==> config.mk <==
export PLATFORM = sky130hd
export DESIGN_NAME = alu_issue_sequencer
export DESIGN_NICKNAME = d
export VERILOG_FILES = /design/src/rtl/alu_pkg.sv /design/src/rtl/seq_watchdog.sv /design/src/rtl/alu_issue_sequencer.sv
export SDC_FILE = /design/constraint.sdc
export NUM_CORES = 1
export LEC_CHECK = 0
export BUFFER_PORTS_ARGS = -buffer_cell sky130_fd_sc_hd__buf_4
export CAP_MARGIN = 20
export CORE_ASPECT_RATIO = 2
export CORE_UTILIZATION = 29
export CTS_CLUSTER_SIZE = 20
export DETAILED_ROUTE_END_ITERATION = 10
export PLACE_DENSITY = 0.54
export RECOVER_POWER = 100
export SLEW_MARGIN = 10
export SYNTH_ARGS = -nofsm -noshare
export SYNTH_HDL_FRONTEND = slang
export SYNTH_SLANG_ARGS = --single-unit
==> constraint.sdc <==
create_clock -name clk -period 5.8 [get_ports clk]
set_input_delay 1.74 -clock clk [delete_from_list [all_inputs] [get_ports clk]]
set_output_delay 1.74 -clock clk [all_outputs]
set_load 0.02 [all_outputs]
==> src/rtl/alu_pkg.sv <==
// Shared definitions for the ALU issue sequencer: code width, legal-code limit,
// multi-cycle mask default and the sequencer state encoding.
package alu_pkg;

  localparam int                    ALU_CODE_W   = 5;
  localparam int                    DATA_W_DEF   = 32;
  localparam logic [ALU_CODE_W-1:0] MAX_CODE_DEF = 5'd29;
  localparam logic [31:0]           MC_MASK_DEF  = 32'h0000_007C;

  typedef enum logic [1:0] {
    IDLE = 2'd0,
    EXEC = 2'd1,
    WAIT = 2'd2,
    WB   = 2'd3
  } seq_state_e;

endpackage

==> src/rtl/seq_watchdog.sv <==
// Cycle counter that bounds how long the sequencer waits on a multi-cycle ALU op.
// expire is high during the last permitted cycle of waiting.
module seq_watchdog #(
  parameter int TIMEOUT = 64
) (
  input  logic clk,
  input  logic rst_n,
  input  logic clear,
  input  logic enable,
  output logic expire
);

  localparam int CNT_W = (TIMEOUT > 2) ? $clog2(TIMEOUT) : 1;
  localparam logic [CNT_W-1:0] LAST = CNT_W'(TIMEOUT - 1);

  logic [CNT_W-1:0] count;

  // NOTE: sequential state uses non-blocking assignments so every flop samples
  // its inputs from before the edge, independent of statement order.
  always_ff @(posedge clk) begin
    if (!rst_n) begin
      count <= '0;
    end else if (clear) begin
      count <= '0;
    end else if (enable && count != LAST) begin
      count <= count + 1'b1;
    end
  end

  assign expire = enable && (count == LAST);

endmodule

==> src/rtl/alu_issue_sequencer.sv <==
// Issues one decoded instruction at a time to the shared ALU, waits for
// multi-cycle completion under a watchdog, and hands the result to writeback.
module alu_issue_sequencer
  import alu_pkg::*;
#(
  parameter int                    DATA_W   = DATA_W_DEF,
  parameter int                    TIMEOUT  = 64,
  parameter logic [31:0]           MC_MASK  = MC_MASK_DEF,
  parameter logic [ALU_CODE_W-1:0] MAX_CODE = MAX_CODE_DEF
) (
  input  logic                  clk,
  input  logic                  rst_n,
  input  logic                  in_valid,
  output logic                  in_ready,
  input  logic [ALU_CODE_W-1:0] in_alu_ctrl,
  input  logic [4:0]            in_rd,
  input  logic [DATA_W-1:0]     in_op_a,
  input  logic [DATA_W-1:0]     in_op_b,
  output logic                  alu_start,
  output logic [ALU_CODE_W-1:0] alu_ctrl,
  output logic [DATA_W-1:0]     alu_a,
  output logic [DATA_W-1:0]     alu_b,
  input  logic [DATA_W-1:0]     alu_result,
  input  logic                  alu_done,
  output logic                  wb_valid,
  input  logic                  wb_ready,
  output logic [4:0]            wb_rd,
  output logic [DATA_W-1:0]     wb_data,
  output logic                  busy,
  output logic                  illegal_op,
  output logic                  timeout_err
);

  seq_state_e state, state_next;

  logic [ALU_CODE_W-1:0] cap_ctrl;
  logic [4:0]            cap_rd;
  logic [DATA_W-1:0]     cap_a;
  logic [DATA_W-1:0]     cap_b;
  logic [DATA_W-1:0]     wb_data_q;
  logic                  illegal_q;
  logic                  timeout_q;

  logic accept;
  logic is_mc;
  logic wd_expire;
  logic result_load;
  logic timeout_hit;

  assign accept      = in_valid && (state == IDLE);
  assign is_mc       = MC_MASK[cap_ctrl];
  assign result_load = ((state == EXEC) && !is_mc) || ((state == WAIT) && alu_done);
  // A completion in the final watchdog cycle still counts as success.
  assign timeout_hit = (state == WAIT) && !alu_done && wd_expire;

  seq_watchdog #(
    .TIMEOUT (TIMEOUT)
  ) u_watchdog (
    .clk    (clk),
    .rst_n  (rst_n),
    .clear  (state == EXEC),
    .enable (state == WAIT),
    .expire (wd_expire)
  );

  always_ff @(posedge clk) begin
    if (!rst_n) begin
      state     <= IDLE;
      cap_ctrl  <= '0;
      cap_rd    <= '0;
      cap_a     <= '0;
      cap_b     <= '0;
      wb_data_q <= '0;
      illegal_q <= 1'b0;
      timeout_q <= 1'b0;
    end else begin
      state     <= state_next;
      illegal_q <= 1'b0;
      if (accept) begin
        cap_ctrl  <= in_alu_ctrl;
        cap_rd    <= in_rd;
        cap_a     <= in_op_a;
        cap_b     <= in_op_b;
        illegal_q <= (in_alu_ctrl > MAX_CODE);
      end
      if (result_load) wb_data_q <= alu_result;
      if (timeout_hit) timeout_q <= 1'b1;
    end
  end

  // NOTE: every always_comb output gets a default first so no path leaves it
  // unassigned, which would otherwise infer a latch.
  always_comb begin
    state_next = state;
    unique case (state)
      IDLE: if (accept && !(in_alu_ctrl > MAX_CODE)) state_next = EXEC;
      EXEC: begin
        if (is_mc)              state_next = WAIT;
        else if (cap_rd != '0)  state_next = WB;
        else                    state_next = IDLE;
      end
      WAIT: begin
        if (alu_done)           state_next = (cap_rd != '0) ? WB : IDLE;
        else if (wd_expire)     state_next = IDLE;
      end
      WB:   if (wb_ready) state_next = IDLE;
      default:                  state_next = IDLE;
    endcase
  end

  always_comb begin
    in_ready  = (state == IDLE);
    busy      = (state != IDLE);
    alu_start = (state == EXEC);
    alu_ctrl  = '0;
    alu_a     = '0;
    alu_b     = '0;
    wb_valid  = 1'b0;
    wb_rd     = '0;
    wb_data   = '0;
    if (state == EXEC || state == WAIT) begin
      alu_ctrl = cap_ctrl;
      alu_a    = cap_a;
      alu_b    = cap_b;
    end
    if (state == WB) begin
      wb_valid = 1'b1;
      wb_rd    = cap_rd;
      wb_data  = wb_data_q;
    end
  end

  assign illegal_op  = illegal_q;
  assign timeout_err = timeout_q;

endmodule

### Word level (Yosys, flattened, before mapping)

Memories as Yosys holds them, arrays and structs flattened. A register that Yosys moved wholly into a read port is not among the register bits.
Cells that the tools add are included.

| cells by class | value |
|---|---|
| add/subtract/negate cells | 1 |
| $mul | 0 |
| divide/modulo/power cells | 0 |
| magnitude comparators | 2 |
| eq/ne operators | 8 |
| shift operators | 0 |
| multiplexer cells | 16 |
| bitwise logic cells | 1 |
| reductions and logical operators | 19 |

Operators by type and width:

| kind | number |
|---|---|
| $mux 32 | 3 |
| $mux 5 | 4 |
| $mux 2 | 6 |
| $logic_and 1x1->1 | 8 |
| $pmux 2 s4 | 1 |
| $add 6x1->6 const B | 1 |
| $eq 6x6->1 const B | 1 |
| $lt 5x6->1 const B | 1 |
| $ne 6x6->1 const B | 1 |
| $gt 5x5->1 const B | 1 |
| $reduce_bool 5->1 | 1 |
| $eq 2x2->1 const B | 2 |
| $logic_not 1->1 | 3 |
| $ne 3x3->1 const B | 1 |
| $reduce_and 3->1 | 1 |
| $eq 2x1->1 const B | 1 |
| $logic_not 2->1 | 1 |
| $logic_or 1x1->1 | 2 |
| $mux 1 | 2 |
| $ne 2x1->1 const B | 1 |
| $ne 2x2->1 const B | 1 |
| $reduce_and 2->1 | 1 |
| $reduce_bool 2->1 | 1 |
| $reduce_or 2->1 | 1 |
| $not 1->1 | 1 |

| word-level totals | value |
|---|---|
| flip-flop bits (word level) | 116 |
| latch bits | 0 |
| bits in writable memories | 0 |
| bits in read-only memories | 32 |
| bits of input ports | 111 |
| output and inout bits | 112 |
| logic and storage cells | 57 |
| memories | 1 |

Memories:

| name | words | bits a word | read ports | clocked after memory_dff | wr ports | line | text |
|---|---|---|---|---|---|---|---|
| (name not given) | 32 | 1 | 1 | 1 | 0 | alu_issue_sequencer.sv:51 | `assign is_mc = MC_MASK[cap_ctrl];` |

### Logic depth before layout (Yosys ltp)

Gate-level depths: netlist (run 1).

| logic depth | value |
|---|---|
| word-level depth | 5 |
| depth in mapped cells | 8 |

### By module

A second synthesis (run 1) with hierarchy kept.

| unflattened totals | value |
|---|---|
| cell total of the unflattened synthesis | 655 |
| area total of the unflattened synthesis | 5023.6 um2 |

By module, submodules not included:

| module | instances | cells an instance | area each (um2) | sequential area each (um2) |
|---|---|---|---|---|
| alu_issue_sequencer | 1 | 620 | 4713.3 | 2222.1 |
| seq_watchdog | 1 | 35 | 310.3 | 120.1 |

### Worst setup path before layout (run 1)

No wires, ideal clock.

| timing | value |
|---|---|
| kind | register to output |
| start | register state[0] |
| end | output alu_b[1] |
| data arrival time | 1.449 ns |
| data required time | 4.060 ns |
| slack | 2.611 ns |
| cell stages (with the launch flop) | 6 |
| path through | dfxtp_1 > inv_1 > ha_1 > clkbuf_1 > clkbuf_1 > and2_1 |

| on the way | value |
|---|---|
| cells in the longest elaborated chain, start to end | 3 |

RTL lines:

| element | line | text |
|---|---|---|
| start: declaration | alu_issue_sequencer.sv:34 | `seq_state_e state, state_next;` |
| start signal: assignment | alu_issue_sequencer.sv:77 | `state <= state_next;` |
| $eq 2x1->1 / $eq 2x2->1 (equally long branches) | alu_issue_sequencer.sv:121 | `if (state == EXEC \|\| state == WAIT) begin` |
| $logic_or 1x1->1 * | alu_issue_sequencer.sv:121 |  |
| $mux 32 * | alu_issue_sequencer.sv:121 |  |
| end: declaration | alu_issue_sequencer.sv:22 | `output logic [DATA_W-1:0] alu_b,` |

Mark *: on every way between the ends. The rest lies on a longest branch, timed or not.

### Worst setup path after layout (run 1)

| timing | value |
|---|---|
| start | input in_valid |
| end | register cap_a[20] |

| on the way | value |
|---|---|
| cells in the longest elaborated chain, start to end | 1 |

RTL lines:

| element | line | text |
|---|---|---|
| start: declaration | alu_issue_sequencer.sv:13 | `input logic in_valid,` |
| $logic_and 1x1->1 | alu_issue_sequencer.sv:50 | `assign accept = in_valid && (state == IDLE);` |
| end signal: assignment | alu_issue_sequencer.sv:82 | `cap_a <= in_op_a;` |
| end: declaration | alu_issue_sequencer.sv:38 | `logic [DATA_W-1:0] cap_a;` |

Every way passes these cells.
A chain may end at the register's enable or synchronous reset.

==> results of run 1 <==
==> metrics by stage <==
stage / util [%] / instances / hold slack (ns)
2_1_floorplan: - / 651 / 0.4273
3_3_place_gp: 40.33 / 1040 / 0.4334
3_5_place_dp: 40.42 / 1041 / 0.4385
4_1_cts: 44.00 / 1073 / 0.4472
5_1_grt: 43.18 / 1073 / 0.4630
6_report: 43.18 / 1073 / 0.4447
==> power breakdown <==
part           total [mW]  switching, mW  internal, mW
Combinational       0.830          0.541         0.289
Sequential           1.01         0.0683         0.945
Clock                1.06          0.397         0.661
Total                2.90           1.01          1.90
==> cell families after synthesis <==
kind of cell / Yosys count
AND/OR/NAND/NOR: 345
AO/OA/AOI/OAI: 125
flip-flops: 117
buffers and inverters: 53
adder cells (fa/ha/maj): 6
XOR/XNOR: 3
multiplexers: 2
==> worst max path at each step <==
stage | depth (start not counted) | slack (ns) | startpoint | endpoint
3_5_place_dp | 5 | 2.02 | rst_n | state[1]
3_3_place_gp | 5 | 2.02 | rst_n | state[1]
4_1_cts | 5 | 1.82 | state[0] | alu_a[2]
5_1_grt | 5 | 1.14 | in_valid | cap_a[19]
6_report | 5 | 1.40 | in_valid | cap_a[20]
2_1_floorplan | 5 | 2.61 | state[0] | alu_b[1]
==> cells in the mapped netlist, drive strengths merged <==
cell type  instances
nand2            215
nor2               4
and4               1
buf               23
or3                1
xor2               3
clkbuf            23
a311oi             1
a21bo              2
nor3b              1
ha                 6
o221ai             1
or4                1
inv                7
a2111oi            2
o21a               2
mux2i              2
a2111o             1
a211oi             1
a21oi            110
dfxtp            117
nor2b              1
o211ai             2
and2             107
o21ai              3
and3               6
nand3              8
==> sequential cells by signal, summed over array words and instances (netlist names) <==
name / count
is_mc: 1
state: 2
cap_ctrl: 5
wb_data_q: 32
illegal_op: 1
cap_b: 32
cap_rd: 5
cap_a: 32
u_watchdog.count: 6
timeout_err: 1
==> worst min-delay path, cell delays in order (launching register included) <==
cell	delay, ns
dfxtp_1	0.30
nand2_1	0.05
a21oi_1	0.05
==> routing by layer <==
metal | track usage [%] | share of wire [%] | up-vias
li1 | - | - | 2490
met2 | 34.39 | 57 | 135
met4 | 6.993 | 2.3 | 0
met3 | 4.187 | 4.9 | 16
met5 | 0 | 0 | -
met1 | 17.02 | 36 | 2226
==> final cells by class <==
class | instances | area [sq um] | share of cell area (%)
multi-input cells | 481 | 2414 | 33.34
clock buffers | 19 | 452.9 | 6.256
repair buffers | 229 | 1597 | 22.05
flip-flops and latches | 117 | 2342 | 32.35
inverters | 7 | 27.53 | 0.3802
well taps | 207 | 259.0 | 3.578
clock inverters | 13 | 147.6 | 2.039
==> flow_summary.yaml, run 1 <==
logic_synthesis:
  yosys.area_share.adder_pct: 1.505
  syn_avg_cell_area_sq_um: 7.661
  synth_top_cell_by_area: "dfxtp_1"
  synth-xor-area-share_pct: 0.5268
  synth-simple-area-share_pct: 32.21
  yosys.cell_types.count: 36
  syn_inst: 651
  synth_top_family_by_area: "simple AND/OR/NAND/NOR gates"
  ys_ff_latch: 117
  synth_area_leaders: "dfxtp_1, nand2_1, and2_1"
  syn_nets: 768
  ys_seq_area_share_pct: 46.96
  syn_area_sq_um: 4987
  synth-compound-area-share_pct: 13.82
  synth.area.mux_share_pct: 0.4014
  synth_warnings: 0
  synth_top_area_share_pct: 46.96
critical_path:
  worstPathArrival_ns: 4.69
  r2r-start: "state[0]"
  r2r_end: "cap_a[20]"
  path_cells: "clkbuf_1, and2_0, buf_4, nand2_1, a21oi_1"
  cp_num_buf_inv: 2
  crit_path_end_kind: "register"
  required_ns: 6.10
  crit_family: "simple AND/OR/NAND/NOR gates"
  regToRegSetupSlack_ns: 2.12
  cp_slowest_cell: "and2_0"
  criticalPathCategory: "input port to register"
  cp_max_fo: 44
  r2r_cells: 6
  cpPeakStageDelay_ns: 1.86
  crit_path_start_kind: "input port"
run:
  maxCapViolCount: 2
global_routing:
  grt_use_total_pct: 17.70
  grt_pass1_wl_um: 24000
  antenna_found_initial: 0
  gr-total-overflow: 0
  grt_max_degree: 68
  grt_pass1_vias: 4773
sta:
  finClkSkew_ns: 0.009148
  hold_violations: 0
  slew_headroom_pct: -65.92
  fin_ws_ns: 1.404
  max_freq_mhz: 227.5
  fin_crit_ns: 4.396
  fin_crit_sh_pct: 75.79
  worstMarginPinSlew_ns: 2.487
  tns_ns: 0
  setup_violations: 0
  drv_slew: 96
  grt_setup_unrepaired: "no"
routing:
  drt_iter0_drc: 148
  routed_wl_um: 15640
  vias_per_cell: 4.536
  vias: 4867
  drc: 0
  ant_nets: 0
  wl_per_cell_um: 14.58
  first_pass_iters: 4
cells_and_area:
  nFillCells: 1820
  final_cell_area_sq_um: 7239
  area_delta_synth_final_pct: 45.16
  n_antenna_cell: 0
  mostFrequentLayoutCells: "nand2_1, buf_4, dfxtp_1"
  nets: 970
  drive_gt1_share_pct: 26.91
  layout_commonest_cell: "nand2_1"
floorplan:
  io_pins: 223
  die_h_um: 187.5
  start_util_pct: 29.75
  coreArea_sq_um: 16770
  die_x_um: 94.73
  dieArea_sq_um: 17760
  rows: 67
cts:
  path_clk_slew_ns: 0.06
  max-clock-path-buffers: 2
  clockRootBuffer: "clkbuf_16"
  insertion_delay_ns: 0.40
  postCtsHoldBufs: 0
  cts_tree: "built"
  cts_resized: 0
  cts.sinks: 117
  ctsHtreeMaxLevel: 4
  cts_buffers: 17
  cts_setup_buffers: 0
worst_hold_path:
  worstHoldStart: "wb_data_q[13]"
  whs_path_depth: 2
  hold_path.class: "register to register"
  holdPathEnd: "wb_data_q[13]"
pwr:
  cellLeakagePower_nw: 3.082
  vdd_drop_max_mv: 0.2015
  power_density_nw_per_um2: 400.8
  total_power_mw: 2.902
status:
  violations: "max-capacitance violations, max-slew violations"
  outcome: "finished with violations"
placed_design:
  dpl_worst_slack_ns: 2.021
  gp_congestion: 0.7749
  dp_hpwl_um: 11070
  post_dp_cell_area_sq_um: 6777
  portBuffers: 222
Power figures use the tool's default switching activity.
==> run 2, diff against run 1 <==
ABC_AREA = 1   (was unset)
PLACE_DENSITY = 0.55   (was 0.54)
clock period = 3.8 ns   (was 5.8 ns; I/O delays follow)
==> run 2 against run 1 <==
  * The flow finishes with violations (max-capacitance violations)
  * Register-to-register slack worse by 1.3 ns
  * Sequential share of layout area up 0.64 points
  * Count of clock-buffer cells in the layout down 2
  * Via count up 9.5%
  * Die area up 4.1%
  * Critical endpoint is now alu_a[19]
==> flow_summary.yaml, run 2 <==
cells_and_area:
  regArea_sq_um: 2342
  area_delta_synth_final_pct: 36.69
  finalNonFillerCells: 1217
  largestRegisters: "cap_a (32), cap_b (32), wb_data_q (32)"
  nFillCells: 1995
  final_cell_area_sq_um: 7099
  n_antenna_cell: 0
  layout_commonest_cell: "nor2_1"
  drive_gt1_share_pct: 15.59
  multiInputGateArea_sq_um: 2137
  nets: 1111
  postLayoutCoreUtil_pct: 40.90
  mostFrequentLayoutCells: "nor2_1, nand2_1, inv_1"
cts:
  clockRootBuffer: "clkbuf_16"
  cts_buffers: 17
  path_clk_slew_ns: 0.06
  insertion_delay_ns: 0.41
  max-clock-path-buffers: 2
  cts.sinks: 117
  postCtsHoldBufs: 0
  cts_setup_buffers: 0
  cts_tree: "built"
  ctsHtreeMaxLevel: 4
  cts_resized: 0
run:
  maxCapViolCount: 1
critical_path:
  path_cells: "inv_1, ha_2, buf_12, nand2_1, inv_1, clkbuf_1"
  cp_num_buf_inv: 4
  crit_family: "adder cells"
  cpPeakStageDelay_ns: 0.67
  crit_top_cell: "inv_1"
  r2r-start: "state[0]"
  required_ns: 2.66
  startpoint: "state[1]"
  criticalPathCategory: "register to output pin"
  crit_path_start_kind: "register"
  crit_path_end_kind: "output pin"
  worstPathArrival_ns: 2.22
  cp_slowest_cell: "ha_2"
  cp_max_fo: 45
  regToRegSetupSlack_ns: 0.87
  r2r_cells: 9
  r2r_end: "is_mc"
sta:
  finClkSkew_ns: 0.01007
  max_freq_mhz: 297.3
  worstMarginPinSlew_ns: 1.497
  fin_crit_ns: 3.364
  hold_violations: 0
  fin_crit_sh_pct: 88.52
  grt_setup_unrepaired: "no"
  tns_ns: 0
  slew_headroom_pct: 0.2213
  drv_slew: 0
  whs_ns: 0.4490
  setup_violations: 0
  fin_ws_ns: 0.4361
status:
  violations: "max-capacitance violations"
  outcome: "finished with violations"
routing:
  first_pass_iters: 6
  drc: 0
  wl_per_cell_um: 13.30
  ant_nets: 0
  vias_per_cell: 4.380
  drt_iter0_drc: 138
  vias: 5331
  routed_wl_um: 16190
placed_design:
  dpl_worst_slack_ns: 0.9484
  dp_hpwl_um: 11670
  post_dp_cell_area_sq_um: 6980
  dp.cells: 1185
  gp_congestion: 0.7808
  portBuffers: 222
floorplan:
  io_pins: 223
  coreArea_sq_um: 17360
  dieArea_sq_um: 18480
  die_h_um: 191.3
  rows: 68
  start_util_pct: 29.92
  die_x_um: 96.63
logic_synthesis:
  synth_commonest_cells: "nor2_1, nand2_1, inv_1"
  syn_inst: 791
  synth_area_leaders: "dfxtp_1, nor2_1, nand2_1"
  syn_nets: 908
  synth_ff_type: "dfxtp_1"
  synth_warnings: 0
  ys_seq_area_share_pct: 45.10
  yosysMostFrequentCell: "nor2_1"
  syn_area_sq_um: 5194
  synth_top_area_share_pct: 45.10
  yosys.cell_types.count: 28
  syn_avg_cell_area_sq_um: 6.566
  synth_edf_count: 0
  ys_ff_latch: 117
  synth_top_cell_by_area: "dfxtp_1"
  async_flop_share_pct: 0
worst_hold_path:
  whs_path_depth: 2
  holdPathEnd: "timeout_err"
  worstHoldStart: "timeout_err"
  hold_path.class: "register to register"
global_routing:
  grt_pass1_wl_um: 25550
  grt_pass1_vias: 5270
  gr-total-overflow: 0
  antenna_found_initial: 0
  grt_use_total_pct: 17.50
  grt_max_degree: 59
pwr:
  vdd_drop_max_mv: 0.3630
  cellLeakagePower_nw: 3.874
  total_power_mw: 3.742
  power_density_nw_per_um2: 527.1
run 2: cell types whose count changed after synthesis, moves of 4 or more:
cell	before	now
buf_4	0	4
a21oi_1	109	7
and3_1	6	0
nor2_1	4	217
nand2_1	215	137
and2_1	106	0
inv_1	6	129
clkbuf_1	23	16
o21ai_1	1	6
o21ai_0	1	102
run 2: cell families (layout without fill, tap and decap cells):
logic type / after synthesis / after routing / share of synthesized area (%)
AND/OR/NAND/NOR: 372 / 372 / 27.66
buffers and inverters: 176 / 392 / 13.76
AO/OA/AOI/OAI: 119 / 119 / 11.88
flip-flops: 117 / 117 / 45.10
adder cells (fa/ha/maj): 6 / 6 / 1.445
XOR/XNOR: 1 / 1 / 0.1687
run 2: how the worst max path moves through the flow:
stage | end | cells after the start
6_report | alu_a[19] | 6
4_1_cts | alu_a[26] | 6
2_1_floorplan | alu_a[27] | 7
3_3_place_gp | alu_a[26] | 6
5_1_grt | alu_a[14] | 6
3_5_place_dp | alu_a[26] | 6
run 2: final cells by class:
type | count | area share (%)
inverters | 131 | 6.926
multi-input cells | 498 | 30.10
clock buffers | 17 | 5.992
flip-flops and latches | 117 | 32.99
well taps | 210 | 3.701
repair buffers | 229 | 18.56
clock inverters | 15 | 1.727
run 2: report_power, final:
| part | internal, mW | switching, mW | total (mW) |
|---|---|---|---|
| logic | 0.272 | 0.506 | 0.778 |
| registers | 1.40 | 0.0849 | 1.48 |
| clock network | 0.849 | 0.635 | 1.48 |
| total | 2.52 | 1.23 | 3.74 |
run 2: per-layer routing:
| metal | part of all wire (%) | global-route usage (%) | vias to the layer above |
|---|---|---|---|
| li1 | - | - | 2761 |
| met1 | 36 | 16.11 | 2391 |
| met2 | 57 | 35.81 | 150 |
| met3 | 4.5 | 3.949 | 29 |
| met4 | 2.5 | 7.176 | 0 |
| met5 | 0 | 0 | - |
run 2: worst min-delay path: cells and delay by family, from the launching register on:
kind / cells / cell delay, ns
flip-flops: 1 / 0.31
buffers and inverters: 1 / 0.05
AO/OA/AOI/OAI: 1 / 0.05
==> run 3, diff against run 2 <==
CORE_UTILIZATION = 45   (was 29)
CTS_BUF_LIST = sky130_fd_sc_hd__clkbuf_8   (was unset)
PLACE_DENSITY = 0.79   (was 0.55)
==> run 3 against run 2 <==
  * The run ends with max-capacitance violations, max-slew violations left
  * Total power shrank 15%
  * Setup slack gained 0.037 ns
  * Combinational power shrank 2.8%
  * Register-to-register slack got worse by 0.22 ns
  * Sequential power about the same
  * Largest cell class unchanged
  * Highest routed layer unchanged
==> flow_summary.yaml, run 3 (same netlist as run 2, synthesis figures left out) <==
critical_path:
  required_ns: 2.66
  path_cells: "inv_1, ha_2, buf_12, nand2_1, inv_1, clkbuf_1"
  crit_path_end_kind: "output pin"
  cp_max_fo: 47
  criticalPathCategory: "register to output pin"
  crit_path_start_kind: "register"
  cpPeakStageDelay_ns: 0.63
  worstPathArrival_ns: 2.19
  cp_slowest_cell: "ha_2"
  crit_top_cell: "inv_1"
run:
  maxCapViolCount: 1
cells_and_area:
  drive_gt1_share_pct: 15.11
  largestRegisters: "cap_a (32), cap_b (32), wb_data_q (32)"
  mostFrequentLayoutCells: "nor2_1, nand2_1, inv_1"
  area_delta_synth_final_pct: 30.40
  layout_commonest_cell: "nor2_1"
  nets: 1111
cts:
  cts_buffers: 17
  postCtsHoldBufs: 0
  max-clock-path-buffers: 2
  clockRootBuffer: "clkbuf_8"
  cts_resized: 0
  cts_setup_buffers: 0
  insertion_delay_ns: 0.43
  ctsHtreeMaxLevel: 4
  cts_tree: "built"
  path_clk_slew_ns: 0.07
  cts.sinks: 117
pwr:
  pwr-share-comb_pct: 23.7
  p_int_mw: 2.127
  swShare_pct: 33.27
  vdd_drop_max_mv: 0.3239
  seqPwrFrac_pct: 46.4
  power_frac_clock_pct: 29.8
  cellLeakagePower_nw: 3.779
  p_sw_mw: 1.060
  power_density_nw_per_um2: 470.6
sta:
  finClkSkew_ns: 0.008158
  max_freq_mhz: 300.6
  setup_violations: 0
  drv_slew: 35
  fin_ws_ns: 0.4735
  fin_crit_sh_pct: 87.54
  fin_crit_ns: 3.326
  slew_headroom_pct: -39.77
  grt_setup_unrepaired: "no"
  tns_ns: 0
  hold_violations: 0
  worstMarginPinSlew_ns: 2.083
routing:
  top_layer_used: "met4"
  routed_wl_um: 14210
  drt_iter0_drc: 186
  wl_per_cell_um: 12.37
  route.met3.wl_um: 811
  drt-met1-wl_um: 5297
  drc: 0
  first_pass_iters: 4
  met2_length_um: 7518
  vias: 5361
  vias_per_cell: 4.666
  ant_nets: 0
status:
  violations: "max-capacitance violations, max-slew violations"
  outcome: "finished with violations"
global_routing:
  grt_pass1_vias: 4952
  grt_max_degree: 57
  grt_pass1_wl_um: 22240
  gr-total-overflow: 0
  grt_use_total_pct: 23.70
  antenna_found_initial: 0
floorplan:
  die_x_um: 77.97
  coreArea_sq_um: 11290
  start_util_pct: 46.02
  rows: 55
  die_h_um: 153.9
  dieArea_sq_um: 12000
  io_pins: 223
placed_design:
  gp_congestion: 0.8336
  dp_hpwl_um: 10370
  dpl_worst_slack_ns: 1.019
  portBuffers: 222
worst_hold_path:
  hold_path.class: "register to register"
==> run 3: cell types whose count changed in the layout (fill, tap and decap cells not counted), moves of 2 or more <==
| cell | previous run | this run |
|---|---|---|
| clkinv_2 | 3 | 5 |
| inv_8 | 2 | 0 |
| o21ai_1 | 5 | 7 |
| clkinv_4 | 4 | 1 |
| inv_1 | 130 | 133 |
| clkbuf_16 | 17 | 0 |
| inv_6 | 4 | 0 |
| clkbuf_2 | 1 | 3 |
| clkbuf_8 | 0 | 19 |
| clkbuf_1 | 113 | 111 |
==> run 3: final cells by class <==
class | count | area (sq um)
Antenna cell | 1 | 2.502
Clock buffer | 19 | 261.5
Clock inverter | 12 | 67.56
Fill cell | 1201 | 4513
Inverter | 131 | 491.7
Multi-Input combinational cell | 498 | 2122
Sequential cell | 117 | 2342
Tap cell | 142 | 177.7
Timing Repair Buffer | 229 | 1308
==> run 3: layer usage <==
layer  global-route usage (%)  up-vias
li1                         -     2760
met1                    23.27     2360
met2                    43.24      194
met3                    6.884       47
met4                    13.67        0
met5                        0        -
==> run 3: stage by stage <==
stage	cell area [sq um]	cells	utilization, %	hold slack, ns	power (mW)
after floorplan	5194	791	-	0.4401	2.025
after global placement	6895	1117	61.10	0.4420	2.319
after detailed placement	6895	1117	61.10	0.4542	2.336
after CTS	7224	1148	64.01	0.4636	3.284
after global routing	6770	1148	59.99	0.4867	3.386
final	6773	1149	60.01	0.4562	3.187
==> run 3: power by group through the flow <==
stage | logic, mW | registers, mW | clock network (mW)
floorplan | 0.543 | 1.48 | 0
global route | 0.855 | 1.50 | 1.03
finish | 0.756 | 1.48 | 0.951
detailed placement | 0.828 | 1.51 | 0
global placement | 0.816 | 1.50 | 0
CTS | 0.830 | 1.48 | 0.972
==> run 3: worst max-delay path, delay by kind of cell (launching register included) <==
family | cells | cell delay [ns]
buffers and inverters | 4 | 0.65
adder cells (fa/ha/maj) | 1 | 0.63
flip-flops | 1 | 0.37
AND/OR/NAND/NOR | 1 | 0.08
==> run 3: path summary, 6_finish.rpt <==
kind | to | slack (ns) | from | depth (start not counted)
setup / recovery | alu_a[16] | 0.47 | state[1] | 6
hold / removal | timeout_err | 0.46 | timeout_err | 2
setup reg to reg | wb_data_q[2] | 0.65 | state[1] | 8
hold reg to reg | timeout_err | 0.46 | timeout_err | 2
